[config.mk]
export PLATFORM = sky130hd
export DESIGN_NAME = instr_fetch_flat
export DESIGN_NICKNAME = d
export VERILOG_FILES = /design/src/rtl/fetch_pkg.sv /design/src/rtl/instr_fetch_if.sv /design/src/rtl/opcode_len_decode.sv /design/src/rtl/instr_fetch.sv /design/src/flat_wrapper.sv
export SDC_FILE = /design/constraint.sdc
export NUM_CORES = 1
export LEC_CHECK = 0
export BUFFER_PORTS_ARGS = -buffer_cell sky130_fd_sc_hd__buf_2
export CAP_MARGIN = 20
export CORE_ASPECT_RATIO = 1.4
export CORE_MARGIN = 4
export CORE_UTILIZATION = 60
export CTS_BUF_LIST = sky130_fd_sc_hd__clkbuf_2 sky130_fd_sc_hd__clkbuf_4 sky130_fd_sc_hd__clkbuf_8
export DETAILED_ROUTE_END_ITERATION = 8
export PLACE_DENSITY = 0.95
export SKIP_CTS_REPAIR_TIMING = 1
export SLEW_MARGIN = 20
export SYNTH_ARGS = -nofsm -noshare
export SYNTH_HDL_FRONTEND = slang
export SYNTH_SLANG_ARGS = --single-unit
[constraint.sdc]
create_clock -name clk -period 3.7 [get_ports clk]
set_input_delay 0.185 -clock clk [delete_from_list [all_inputs] [get_ports clk]]
set_output_delay 0.185 -clock clk [all_outputs]
set_load 0.005 [all_outputs]
[src/rtl/fetch_pkg.sv]
// Shared types and constants for the instruction fetch stage and its
// consumers (the Controller reuses the length decoder and LEN constants).
package fetch_pkg;

   typedef enum logic [3:0] {
      BOOT,
      VEC_LO,
      VEC_HI,
      VEC_LD,
      OP,
      B0,
      B1,
      B2,
      HOLD
   } fetch_state_t;

   typedef logic [1:0] len_t;

   localparam logic [15:0] RESET_VEC_DEFAULT = 16'hFFFC;

   localparam len_t LEN1 = 2'd1;
   localparam len_t LEN2 = 2'd2;
   localparam len_t LEN3 = 2'd3;

endpackage

[src/rtl/instr_fetch_if.sv]
// Program-memory read port plus instruction handoff and PC redirect, as seen
// between the fetch stage (master) and its memory/Controller (slave).
interface instr_fetch_if;
   import fetch_pkg::*;

   logic [15:0] mem_addr;
   logic        mem_rd;
   logic [7:0]  mem_rdata;
   logic [15:0] instr;
   logic [7:0]  instr_op2;
   len_t        instr_len;
   logic [15:0] instr_pc;
   logic        instr_valid;
   logic        instr_ready;
   logic        pc_load;
   logic [15:0] pc_load_addr;

   modport master (
      output mem_addr, mem_rd, instr, instr_op2, instr_len, instr_pc, instr_valid,
      input  mem_rdata, instr_ready, pc_load, pc_load_addr
   );

   modport slave (
      input  mem_addr, mem_rd, instr, instr_op2, instr_len, instr_pc, instr_valid,
      output mem_rdata, instr_ready, pc_load, pc_load_addr
   );

endinterface

[src/rtl/opcode_len_decode.sv]
// 6502 instruction length from the opcode byte alone (1, 2 or 3 bytes).
module opcode_len_decode
   import fetch_pkg::*;
(
   input  logic [7:0] opcode,
   output len_t       len
);

   always_comb begin
      if (opcode[3:2] == 2'b11 || opcode == 8'h20 || opcode[4:0] == 5'b11001) begin
         len = LEN3;
      end else if (opcode[3:0] == 4'h8 || opcode[3:0] == 4'hA ||
                   opcode == 8'h00 || opcode == 8'h40 || opcode == 8'h60) begin
         len = LEN1;
      end else begin
         len = LEN2;
      end
   end

endmodule

[src/rtl/instr_fetch.sv]
// Fetch stage: loads the reset vector, then fetches and assembles one
// instruction at a time from a 1-cycle synchronous-read program memory.
module instr_fetch
   import fetch_pkg::*;
#(
   parameter logic [15:0] RESET_VEC = RESET_VEC_DEFAULT
)(
   input  logic          clk,
   input  logic          reset,
   instr_fetch_if.master bus
);

   fetch_state_t state_reg;
   logic [15:0]  pc_reg;
   logic [7:0]   opcode_reg;
   logic [7:0]   operand_lo_reg;
   logic [7:0]   op2_reg;
   len_t         len_reg;
   logic [15:0]  instr_pc_reg;
   logic         valid_reg;

   len_t         dec_len;
   logic         redirect;
   logic         mem_rd_next;
   logic [15:0]  mem_addr_next;

   opcode_len_decode u_len (
      .opcode (bus.mem_rdata),
      .len    (dec_len)
   );

   assign redirect = bus.pc_load &&
                     (state_reg inside {OP, B0, B1, B2, HOLD});

   always_ff @(posedge clk or negedge reset) begin
      if (!reset) begin
         state_reg      <= BOOT;
         pc_reg         <= 16'h0000;
         opcode_reg     <= 8'h00;
         operand_lo_reg <= 8'h00;
         op2_reg        <= 8'h00;
         len_reg        <= 2'd0;
         instr_pc_reg   <= 16'h0000;
         valid_reg      <= 1'b0;
      end else if (redirect) begin
         // Anything in flight is dropped; the read issued this cycle is never captured.
         pc_reg    <= bus.pc_load_addr;
         state_reg <= OP;
         valid_reg <= 1'b0;
      end else begin
         case (state_reg)
            BOOT:   state_reg <= VEC_LO;
            VEC_LO: state_reg <= VEC_HI;
            VEC_HI: begin
               pc_reg[7:0] <= bus.mem_rdata;
               state_reg   <= VEC_LD;
            end
            VEC_LD: begin
               pc_reg[15:8] <= bus.mem_rdata;
               state_reg    <= OP;
            end
            OP: begin
               instr_pc_reg <= pc_reg;
               pc_reg       <= pc_reg + 16'd1;
               state_reg    <= B0;
            end
            B0: begin
               opcode_reg     <= bus.mem_rdata;
               len_reg        <= dec_len;
               operand_lo_reg <= 8'h00;
               op2_reg        <= 8'h00;
               if (dec_len != LEN1) begin
                  pc_reg    <= pc_reg + 16'd1;
                  state_reg <= B1;
               end else begin
                  state_reg <= HOLD;
                  valid_reg <= 1'b1;
               end
            end
            B1: begin
               operand_lo_reg <= bus.mem_rdata;
               if (len_reg == LEN3) begin
                  pc_reg    <= pc_reg + 16'd1;
                  state_reg <= B2;
               end else begin
                  state_reg <= HOLD;
                  valid_reg <= 1'b1;
               end
            end
            B2: begin
               op2_reg   <= bus.mem_rdata;
               state_reg <= HOLD;
               valid_reg <= 1'b1;
            end
            HOLD: begin
               if (bus.instr_ready) begin
                  state_reg <= OP;
                  valid_reg <= 1'b0;
               end
            end
            default: state_reg <= BOOT;
         endcase
      end
   end

   // B0 always reads the next byte: the length is unknown until the opcode
   // arrives, and an unused read has no side effects.
   always_comb begin
      mem_rd_next   = 1'b0;
      mem_addr_next = 16'h0000;
      case (state_reg)
         VEC_LO: begin
            mem_rd_next   = 1'b1;
            mem_addr_next = RESET_VEC;
         end
         VEC_HI: begin
            mem_rd_next   = 1'b1;
            mem_addr_next = RESET_VEC + 16'd1;
         end
         OP, B0: begin
            mem_rd_next   = 1'b1;
            mem_addr_next = pc_reg;
         end
         B1: begin
            if (len_reg == LEN3) begin
               mem_rd_next   = 1'b1;
               mem_addr_next = pc_reg;
            end
         end
         default: begin
            mem_rd_next   = 1'b0;
            mem_addr_next = 16'h0000;
         end
      endcase
   end

   assign bus.mem_rd      = mem_rd_next;
   assign bus.mem_addr    = mem_addr_next;
   assign bus.instr       = {opcode_reg, operand_lo_reg};
   assign bus.instr_op2   = op2_reg;
   assign bus.instr_len   = len_reg;
   assign bus.instr_pc    = instr_pc_reg;
   assign bus.instr_valid = valid_reg;

endmodule

[src/flat_wrapper.sv]
// flat-port wrapper written by rule: the top's interface ports become plain ports
module instr_fetch_flat import fetch_pkg::*;
#(
   parameter logic [15:0] RESET_VEC = RESET_VEC_DEFAULT
)
  (clk, reset, bus_mem_addr, bus_mem_rd, bus_instr, bus_instr_op2, bus_instr_len, bus_instr_pc, bus_instr_valid, bus_mem_rdata, bus_instr_ready, bus_pc_load, bus_pc_load_addr);
  instr_fetch_if bus_i ();
  input  logic clk;
  input  logic reset;
  output wire logic [$bits(bus_i.mem_addr)-1:0] bus_mem_addr;
  output wire logic [$bits(bus_i.mem_rd)-1:0] bus_mem_rd;
  output wire logic [$bits(bus_i.instr)-1:0] bus_instr;
  output wire logic [$bits(bus_i.instr_op2)-1:0] bus_instr_op2;
  output wire logic [$bits(bus_i.instr_len)-1:0] bus_instr_len;
  output wire logic [$bits(bus_i.instr_pc)-1:0] bus_instr_pc;
  output wire logic [$bits(bus_i.instr_valid)-1:0] bus_instr_valid;
  input wire logic [$bits(bus_i.mem_rdata)-1:0] bus_mem_rdata;
  input wire logic [$bits(bus_i.instr_ready)-1:0] bus_instr_ready;
  input wire logic [$bits(bus_i.pc_load)-1:0] bus_pc_load;
  input wire logic [$bits(bus_i.pc_load_addr)-1:0] bus_pc_load_addr;
  assign bus_mem_addr = bus_i.mem_addr;
  assign bus_mem_rd = bus_i.mem_rd;
  assign bus_instr = bus_i.instr;
  assign bus_instr_op2 = bus_i.instr_op2;
  assign bus_instr_len = bus_i.instr_len;
  assign bus_instr_pc = bus_i.instr_pc;
  assign bus_instr_valid = bus_i.instr_valid;
  assign bus_i.mem_rdata = bus_mem_rdata;
  assign bus_i.instr_ready = bus_instr_ready;
  assign bus_i.pc_load = bus_pc_load;
  assign bus_i.pc_load_addr = bus_pc_load_addr;
  instr_fetch #(.RESET_VEC(RESET_VEC)) u_core (.clk(clk), .reset(reset), .bus(bus_i));
endmodule
Word level (Yosys, flattened, before mapping). Cells that the tools add are included.

Input port bits: 28. Word-level logic and storage cells: 80. Flip-flop bits (word level): 63. Output and inout bits: 60.

Reduce and logical (&&, ||, !) cells: 24. Eq/ne operators: 22. Bitwise logic cells: 1. Muxes and demuxes: 23. Add/subtract/negate cells: 1.

Operator list (number): $mux 16 (4); $pmux 16 s4 (1); $pmux 8 s4 (2); $pmux 4 s9 (1); $pmux 8 s2 (2); $reduce_bool 5->1 (4); $add 16x1->16 const B (1); $eq 4x3->1 const B (4); $eq 8x7->1 const B (2); $mux 4 (4); $ne 3x2->1 const B (5); $eq 4x4->1 const B (3); $eq 4x2->1 const B (2); $eq 8x6->1 const B (1); $logic_not 8->1 (1); $reduce_and 2->1 (4); $logic_or 1x1->1 (6); $reduce_and 3->1 (2); $eq 5x5->1 const B (1); $mux 1 (5); $eq 2x2->1 const B (2); $eq 4x1->1 const B (1); $logic_not 4->1 (1); $mux 2 (2); 9 further kinds (10).

Depth between registers and ports, before layout. Gate-level depths: netlist of the first run.

Depth after elaboration: 11. Depth in mapped cells: 7. Gate-level depth less buffers: 6.

Hierarchy. From an unflattened synthesis of the first run, not the netlist that was laid out.

Cell total of the unflattened synthesis: 402. Area total of the unflattened synthesis: 3602.2 um^2.

By module, submodules not included: instr_fetch (cells each 393, area each 3550.9 um^2, seq. area each 1576.5 um^2, instances 1); opcode_len_decode (cells each 9, area each 51.3 um^2, seq. area each 0.0 um^2, instances 1).

Least setup slack after synthesis of the first run. OpenSTA, ideal clock, no wires.

Kind: reg-to-output. Start point: register u_core.state_reg[0]. End point: output bus_mem_addr[10]. Required time: 3.515 ns. Path slack: 2.012 ns. Stages on the path, launching flop included: 7. Data arrival time: 1.503 ns. Path buffers: 3. Path through: dfrtp_1 > buf_4 > o21ai_0 > and2_1 > clkbuf_1 > clkbuf_1 > a21o_1.

Longest elaborated chain between the ends: 3. Elaborated cells on any way between the ends: 7.

Ends and longest elaborated chain: from (decl) (RTL line instr_fetch.sv:13) `fetch_state_t state_reg;`; from (signal assigned) (RTL line instr_fetch.sv:37) `state_reg <= BOOT;`; from (signal assigned) (RTL line instr_fetch.sv:48) `state_reg <= OP;`; from (signal assigned) (RTL line instr_fetch.sv:52) `BOOT: state_reg <= VEC_LO;`; $eq 4x3->1 (RTL line instr_fetch.sv:111) `case (state_reg)`; $reduce_or 2->1 (RTL line instr_fetch.sv:111); $pmux 16 s4 * (RTL line instr_fetch.sv:111); to (decl) (RTL line flat_wrapper.sv:10) `output wire logic [$bits(bus_i.mem_addr)-1:0] bus_mem_addr;`.

Every way passes the cells marked *; elsewhere a longest branch is shown, timed or not.

Worst setup path after layout of the first run.
Start point: register u_core.state_reg[2]. End point: register u_core.opcode_reg[5].

Longest elaborated chain between the ends: 5. Elaborated cells on any way between the ends: 9.

Ends and longest elaborated chain: $eq 4x3->1 (tied with other cells) (RTL line instr_fetch.sv:33) `(state_reg inside {OP, B0, B1, B2, HOLD});`; $reduce_bool 5->1 (RTL line instr_fetch.sv:33); $logic_and 1x1->1 (RTL line instr_fetch.sv:32) `assign redirect = bus.pc_load &&`; $not 1->1 (no line); $reduce_and 2->1 (no line) *; to (signal assigned) (RTL line instr_fetch.sv:68) `opcode_reg <= bus.mem_rdata;`; to (decl) (RTL line instr_fetch.sv:15) `logic [7:0] opcode_reg;`.

Marks and branches as above. A chain may end at the register's enable or synchronous reset.

==> impl_metrics.csv, run 1 <==
group,metric,value,unit
run_status,status,"finished clean",
routing,num_vias,3265,
critical_path,crit_path_cell_trace,"nor2b_2 -> o21a_1 -> nor2_4 -> mux2_2",
timing,hold_violations,0,
timing,fin_crit_sh,69.4,%
routing,ant_nets,0,
timing,tightest_slew,0.812,ns
floorplanning,chipWidth,73.4,um
pwr,p_seq_share,34.5,%
pwr,p_comb_share,50.6,%
layout,drive_gt1_share,33.2,%
yosys,synth_fp_nets,402,
routing,viasPerCell,6.22,
pwr,power_density,977,nW/um2
timing,drv_slew,0,
pwr,power_frac_clock,15.0,%
timing,setup_viol,0,
timing,maxSlewHeadroom,45.9,%
layout,nNetsFinal,480,
critical_path,start_kind,"register",
yosys,synth_edf_count,0,
pwr,power_leakage,1.96,nW
hold_path,holdCritPathClass,"in2reg",
floorplanning,rows,33,
routing,drt-pass1-iter-count,5,
yosys,ys_seq_area_share,43.9,%
floorplanning,initial_core_util,61.7,%
critical_path,crit_required,3.93,ns
clock_tree,cts_sinks,63,
grt,grt_pass1_wl,16000,um
placement,routabilityCongestion,0.918,
yosys,synth.distinct_cells,56,
yosys,synth_area_per_cell,9.64,um2
routing,drt-initial-drc-count,334,
critical_path,regToRegSetupSlack,1.13,ns
critical_path,slowest_stage,"dfrtp_1",
routing,drc,0,
placement,dpl_worst_slack,1.19,ns
clock_tree,cts_buffers,9,
clock_tree,clk_pin_slew,0.07,ns
routing,wire_per_inst,18.8,um
pwr,total_power,4.12,mW
grt,grt_max_degree,38,
timing,finalCriticalPeriod,2.57,ns
timing,fin_skew,0.0122,ns
timing,setup_tns,0,ns
critical_path,worst-path-max-fanout,22,
floorplanning,coreArea,5820,um2
timing,rsz0062_at_grt,"false",
critical_path,end_kind,"register",
layout,fin_util,72.5,%
layout,area_growth,17.4,%
pwr,swShare,42.9,%
routing,wl,9890,um
critical_path,critical_path_class,"reg2reg",
timing,fin_ws,1.13,ns
yosys,syn_inst,373,
placement,dpl.hpwl,6950,um
timing,max_freq,389,MHz
yosys,synth.yosys.warnings,0,
yosys,netlist_area,3590,um2
floorplanning,die_h,99.6,um
clock_tree,clkLatencyLatePin,0.35,ns
pwr,p_switching,1.77,mW
critical_path,arrival,2.80,ns
clock_tree,cts_buffer_depth,2,
clock_tree,cts_tree,"built",
yosys,synth-seq-cells,63,
critical_path,max_stage_delay,0.76,ns
placement,portBuffers,87,
grt,grt_overflow,0,
timing,whs,0.0409,ns
yosys,async_reset_ff_share,100,%
floorplanning,ios,88,
floorplanning,dieArea,7310,um2
pwr,internal_power,2.35,mW
grt,antenna_found_initial,0,
yosys,synthFlopType,"dfrtp_1",
pwr,ir_drop,499,uV
grt,grt_pass1_vias,3253,
flow_run,max_cap_violations,0,
layout,insertedDiodeCount,0,
grt,grt_usage,28.4,%
clock_tree,clock-root-buffer,"clkbuf_8",
clock_tree,ctsHtreeMaxLevel,3,
[synthesized netlist by cell type, types with 5 or more instances]
library cell  number  share of area, %
dfrtp_1           63                44
nand2_1           52               5.4
nor2_1            40               4.2
o21ai_0           32               4.5
mux2_2            22               6.9
a21o_1            15               3.1
a21oi_1           15               2.1
a211oi_1          13               2.7
clkbuf_1           9              0.94
buf_2              8               1.1
xnor2_1            8               1.9
nor3_1             7              0.97
a211oi_2           6               2.1
nand2b_1           6               1.0
xor2_1             6               1.5
nor4_1             5              0.87
[cells by family (layout without fill, tap and decap cells)]
family,Yosys count,in the layout,synth area share [%]
xor+xnor,14,14,3.41
compound gates,107,107,22.1
simple gates,136,136,18.7
flops,63,63,43.9
fa+ha+maj,1,1,0.348
mux,24,24,7.45
buf+inv,28,110,4.11
[worst max-delay path, delay by kind of cell, from the launching register on]
kind | cells | cell delay [ns]
flip-flops | 1 | 0.76
AO/OA/AOI/OAI | 1 | 0.71
AND/OR/NAND/NOR | 2 | 0.62
multiplexers | 1 | 0.35
[layout by cell type (no fill, tap or decap), types with 2 or more instances in the layout]
cell / instances
clkbuf_8: 11
nand3_1: 2
o21ai_0: 32
nor2b_1: 3
nand3_2: 2
mux2_2: 22
nor3_1: 7
buf_2: 87
and3_1: 4
a31oi_1: 2
nand2_2: 2
inv_1: 4
mux2i_1: 2
dfrtp_1: 63
a311oi_1: 2
buf_4: 3
a21o_1: 15
nand2_1: 52
a211oi_1: 13
nor4_1: 5
xnor2_1: 8
nand4_1: 3
a211o_1: 4
o31ai_1: 4
a211oi_2: 6
nor2_1: 40
xor2_1: 6
a21oi_1: 15
nand2b_1: 6
[stage by stage]
step	cell area [um2]	cells
floorplan	3590	373
global placement	4010	509
detailed placement	4010	509
CTS	4210	524
global route	4220	525
finish	4220	525
[routing by layer]
metal  track usage, %  part of all wire, %  vias up
li1                 -                    -     1485
met4             16.0                  4.4        0
met1             32.7                   36     1580
met5                0                    0        -
met3             5.76                  7.0       40
met2             48.2                   53      160
[worst paths after layout]
kind,startpoint,to,depth (start not counted)
setup / recovery,u_core.state_reg[2],u_core.opcode_reg[5],4
hold / removal,bus_pc_load_addr[2],u_core.pc_reg[2],3
setup reg to reg,u_core.state_reg[2],u_core.opcode_reg[5],4
hold reg to reg,u_core.bus.instr_pc[11],u_core.bus.instr_pc[11],2
max in group asynchronous,reset,u_core.bus.instr_pc[5],3
min in group asynchronous,reset,u_core.bus.instr_pc[2],2
[power by group through the flow]
stage | clock network, mW | logic [mW] | registers [mW]
2_1_floorplan | 0 | 1.52 | 1.28
3_3_place_gp | 0 | 1.98 | 1.39
3_5_place_dp | 0 | 2.07 | 1.42
4_1_cts | 0.621 | 2.09 | 1.41
5_1_grt | 0.651 | 2.30 | 1.47
6_report | 0.616 | 2.09 | 1.42
[layout make-up]
class                   instances  area, um2
clock buffers                  12        159
clock inverters                 3       42.5
fillers                       418       1600
inverters                       4       15.0
multi-input cells             282       1870
flip-flops and latches         63       1580
well taps                      70       87.6
repair buffers                 91        468
No activity file was read; power rests on OpenSTA's default activity.
==> run 2, diff against run 1 <==
- CORE_UTILIZATION: 60 -> 56
- PLACE_DENSITY: 0.95 -> 0.93
- clock period: 3.7 -> 2.4 ns (I/O delays scaled with it)
==> impl_metrics.csv, run 2 (synthesized netlist as in run 1, its figures left out) <==
group,metric,value,unit
grt,grt_pass1_wl,15500,um
timing,maxSlewHeadroom,44.2,%
placement,portBuffers,87,
critical_path,r2r_cells,4,
routing,viasPerCell,6.13,
hold_path,hold_start,"bus_pc_load_addr[1]",
timing,setup_viol,0,
layout,insertedDiodeCount,0,
critical_path,start_kind,"register",
routing,ant_nets,0,
critical_path,worst-path-max-fanout,15,
grt,grt_max_degree,35,
critical_path,slowest_stage,"dfrtp_1",
grt,grt_overflow,0,
layout,nNetsFinal,494,
layout,fin_util,70.0,%
clock_tree,ctsHtreeMaxLevel,3,
timing,tightest_slew,0.831,ns
critical_path,worstReg2RegStart,"u_core.state_reg[0]",
critical_path,cp.buffers_inverters,1,
floorplanning,rows,34,
critical_path,regToRegSetupSlack,0.28,ns
timing,hold_violations,1,
clock_tree,cts_tree,"built",
routing,drt-initial-drc-count,340,
layout,drive_gt1_share,34.0,%
layout,area_growth,21.0,%
run_status,violations,"negative hold slack",
routing,drt-pass1-iter-count,5,
grt,antenna_found_initial,0,
clock_tree,clkLatencyLatePin,0.35,ns
routing,drc,0,
timing,rsz0062_at_grt,"false",
critical_path,end_kind,"output pin",
clock_tree,cts_sinks,63,
hold_path,holdPathStages,3,
critical_path,arrival,2.09,ns
clock_tree,cts_buffer_depth,2,
floorplanning,chipWidth,75.7,um
routing,wire_per_inst,17.7,um
critical_path,crit_path_cell_trace,"o21ai_0 -> and2_1 -> or2_2 -> buf_2",
pwr,ir_drop,830,uV
flow_run,max_cap_violations,0,
timing,fin_crit_sh,91.9,%
timing,fin_skew,0.00786,ns
timing,drv_slew,0,
floorplanning,coreArea,6210,um2
critical_path,rr_endpoint,"u_core.bus.instr_len[1]",
layout,mostFrequentLayoutCell,"buf_2",
clock_tree,cts_buffers,9,
placement,routabilityCongestion,0.915,
critical_path,crit_required,2.28,ns
critical_path,max_stage_delay,0.65,ns
critical_path,critical_path_class,"reg2out",
floorplanning,dieArea,7780,um2
run_status,status,"complete, but fails checks",
floorplanning,die_h,103,um
pwr,power_density,1480,nW/um2
grt,grt_pass1_vias,3161,
layout,fillers,466,
layout,layout_common_cells,"buf_2 (87), dfrtp_1 (63), nand2_1 (52)",
grt,grt_usage,26.4,%
floorplanning,ios,88,
timing,setup_tns,0,ns
timing,max_freq,453,MHz
hold_path,holdCritPathClass,"in2reg",
routing,wl,9600,um
timing,whs,-0.0155,ns
clock_tree,clk_pin_slew,0.07,ns
placement,dpl.hpwl,6970,um
timing,finalCriticalPeriod,2.21,ns
clock_tree,clock-root-buffer,"clkbuf_8",
floorplanning,initial_core_util,57.9,%
hold_path,min_to,"u_core.pc_reg[1]",
critical_path,cp_top_family,"simple AND/OR/NAND/NOR gates",
pwr,power_leakage,2.02,nW
routing,num_vias,3325,
[run 2: cell count changes in the layout (fill, tap and decap cells not counted), sizes merged]
cell         previous run  this run
clkinv                  1         3
buf                    90        98
clkinvlp                1         2
clkbuf                 12         9
dlygate4sd3             1         7
inv                     4         5
[run 2: power by group]
group / internal (mW) / leakage [nW] / switching, mW
Combinational: 1.59 / 1.16 / 1.80
Clock: 0.480 / 0.0956 / 0.429
Sequential: 1.59 / 0.770 / 0.531
Total: 3.66 / 2.02 / 2.76
[run 2: worst min-delay path, stage by stage]
cell and delay, ns:
buf_2 0.08, nand2_1 0.04, o31ai_1 0.06
[run 2: per-stage QoR]
step	instances	hold WS, ns	cell area, um2	worst slack [ns]	power (mW)
2_1_floorplan	373	-0.176	3590	0.716	4.31
3_3_place_gp	519	0.205	4080	0.360	5.33
3_5_place_dp	519	0.214	4080	0.321	5.46
4_1_cts	535	-0.154	4280	0.225	6.39
5_1_grt	542	0.00716	4350	0.0606	6.90
6_report	542	-0.0155	4350	0.195	6.42
[run 2: worst max-delay path by stage]
stage	startpoint	to	cells after the start
2_1_floorplan	u_core.pc_reg[0]	u_core.pc_reg[12]	6
3_3_place_gp	u_core.state_reg[0]	u_core.opcode_reg[7]	4
3_5_place_dp	u_core.state_reg[0]	u_core.opcode_reg[5]	4
4_1_cts	u_core.state_reg[2]	bus_mem_addr[13]	4
5_1_grt	u_core.state_reg[2]	bus_mem_addr[15]	4
6_report	u_core.state_reg[0]	bus_mem_rd	4
[run 2: area by class of cell]
| class | count | area [um2] | area share, % |
|---|---|---|---|
| clock buffers | 9 | 124 | 2.85 |
| multi-input cells | 282 | 1870 | 43.0 |
| inverters | 4 | 15.0 | 0.345 |
| flip-flops and latches | 63 | 1580 | 36.2 |
| repair buffers | 105 | 601 | 13.8 |
| clock inverters | 7 | 72.6 | 1.67 |
| well taps | 72 | 90.1 | 2.07 |
[run 2: layer usage]
metal  global-route usage, %  part of all wire [%]  vias up  routed length (um)
met3                    5.56                   6.9       38                 661
met1                    32.2                    38     1588                3610
met2                    44.2                    52      178                5020
met5                       0                     0        -                   0
li1                        -                     -     1521                   -
met4                    11.8                   3.3        0                 314
==> run 3, diff against run 2 <==
- ABC_CLOCK_PERIOD_IN_PS: default -> 2400
- PLACE_DENSITY: 0.93 -> 0.84
==> impl_metrics.csv, run 3 (synthesized netlist as in run 1, its figures left out) <==
group,metric,value,unit
run_status,status,"complete, but fails checks",
run_status,violations,"negative hold slack",
placement,dpl_worst_slack,0.329,ns
timing,setup_tns,0,ns
placement,portBuffers,87,
clock_tree,clkLatencyLatePin,0.36,ns
layout,multi_input_area,1870,um2
floorplanning,dieArea,7780,um2
placement,dp.cells,520,
floorplanning,coreArea,6210,um2
timing,finalCriticalPeriod,2.19,ns
hold_path,holdCritPathClass,"in2reg",
layout,seq_area,1580,um2
timing,max_freq,456,MHz
floorplanning,chipWidth,75.7,um
critical_path,arrival,2.07,ns
timing,rsz0062_at_grt,"false",
placement,routabilityCongestion,0.896,
critical_path,crit_required,2.28,ns
layout,fillers,479,
timing,fin_skew,0.0131,ns
layout,nNetsFinal,495,
routing,num_vias,3214,
clock_tree,ctsHtreeMaxLevel,3,
clock_tree,cts_buffer_depth,2,
critical_path,regToRegSetupSlack,0.31,ns
clock_tree,clock-root-buffer,"clkbuf_8",
layout,insertedDiodeCount,0,
clock_tree,cts_sinks,63,
routing,wl,9270,um
pwr,ir_drop,826,uV
pwr,power_density,1450,nW/um2
timing,maxSlewHeadroom,45.2,%
grt,grt_usage,25.6,%
pwr,power_leakage,2.02,nW
timing,drv_slew,0,
critical_path,worst-path-max-fanout,16,
layout,area_growth,20.4,%
timing,setup_viol,0,
critical_path,end_kind,"output pin",
flow_run,max_cap_violations,0,
layout,mostFrequentLayoutCell,"buf_2",
routing,drt-initial-drc-count,337,
grt,grt_pass1_vias,3145,
grt,antenna_found_initial,0,
grt,grt_overflow,0,
layout,layout_common_cells,"buf_2 (87), dfrtp_1 (63), nand2_1 (52)",
clock_tree,cts_buffers,9,
grt,grt_max_degree,36,
timing,whs,-0.00237,ns
timing,hold_violations,2,
pwr,total_power,6.27,mW
clock_tree,cts_tree,"built",
timing,fin_crit_sh,91.3,%
floorplanning,rows,34,
clock_tree,clk_pin_slew,0.07,ns
critical_path,start_kind,"register",
placement,dpl.hpwl,6760,um
routing,ant_nets,0,
layout,fin_cells,543,
timing,fin_ws,0.208,ns
routing,drc,0,
routing,wire_per_inst,17.1,um
timing,tightest_slew,0.822,ns
layout,drive_gt1_share,34.2,%
critical_path,critical_path_class,"reg2out",
routing,drt-pass1-iter-count,4,
floorplanning,die_h,103,um
floorplanning,initial_core_util,57.9,%
routing,viasPerCell,5.92,
grt,grt_pass1_wl,15000,um
floorplanning,ios,88,
run 3: cell types whose count changed in the layout (fill, tap and decap cells not counted):
cell       previous run  this run
inv_6                 1         0
clkbuf_4              0         1
bufinv_16             1         0
buf_12                1         0
o21ai_0              31        32
buf_4                10        12
clkbuf_8              9        10
o21ai_1               1         0
run 3: worst paths after layout:
kind | from | endpoint | cells past startpoint
setup / recovery | u_core.state_reg[3] | bus_mem_rd | 4
hold / removal | bus_pc_load_addr[8] | u_core.pc_reg[8] | 2
setup reg to reg | u_core.state_reg[0] | u_core.opcode_reg[3] | 4
hold reg to reg | u_core.bus.instr_pc[4] | u_core.bus.instr_pc[4] | 2
max in group asynchronous | reset | u_core.state_reg[1] | 3
min in group asynchronous | reset | u_core.bus.instr_pc[3] | 2
run 3: cell type report:
class	count	area share, %
timing repair buffer	106	13.8
sequential	63	36.4
tap	72	2.08
multi-input combinational	282	43.2
inverter	4	0.347
clock inverter	5	0.781
clock buffer	11	3.35
run 3: worst max-delay path, stage by stage (launching register included):
cell     delay, ns
dfrtp_1       0.55
nor2b_2       0.31
and2_1        0.53
or2_2         0.22
buf_2         0.11
run 3: stage by stage:
step	instance area [um2]	util [%]	hold slack (ns)
after floorplan	3590	-	-0.176
after global placement	4080	65.7	0.238
after detailed placement	4080	65.7	0.248
after CTS	4260	68.5	-0.123
after global routing	4330	69.7	0.00171
final	4330	69.7	-0.00237
run 3: where the power goes:
| part | switching [mW] | total, mW | leakage, nW | internal, mW |
|---|---|---|---|---|
| Sequential | 0.521 | 2.11 | 0.770 | 1.59 |
| Clock | 0.422 | 0.834 | 0.0887 | 0.412 |
| Combinational | 1.75 | 3.32 | 1.16 | 1.58 |
| Total | 2.69 | 6.27 | 2.02 | 3.58 |
run 3: layer usage:
layer | vias to the layer above | share of wire [%] | GRT usage, %
li1 | 1530 | - | -
met1 | 1533 | 39 | 31.2
met2 | 119 | 51 | 41.8
met3 | 32 | 6.1 | 6.05
met4 | 0 | 3.9 | 12.8
met5 | - | 0 | 0
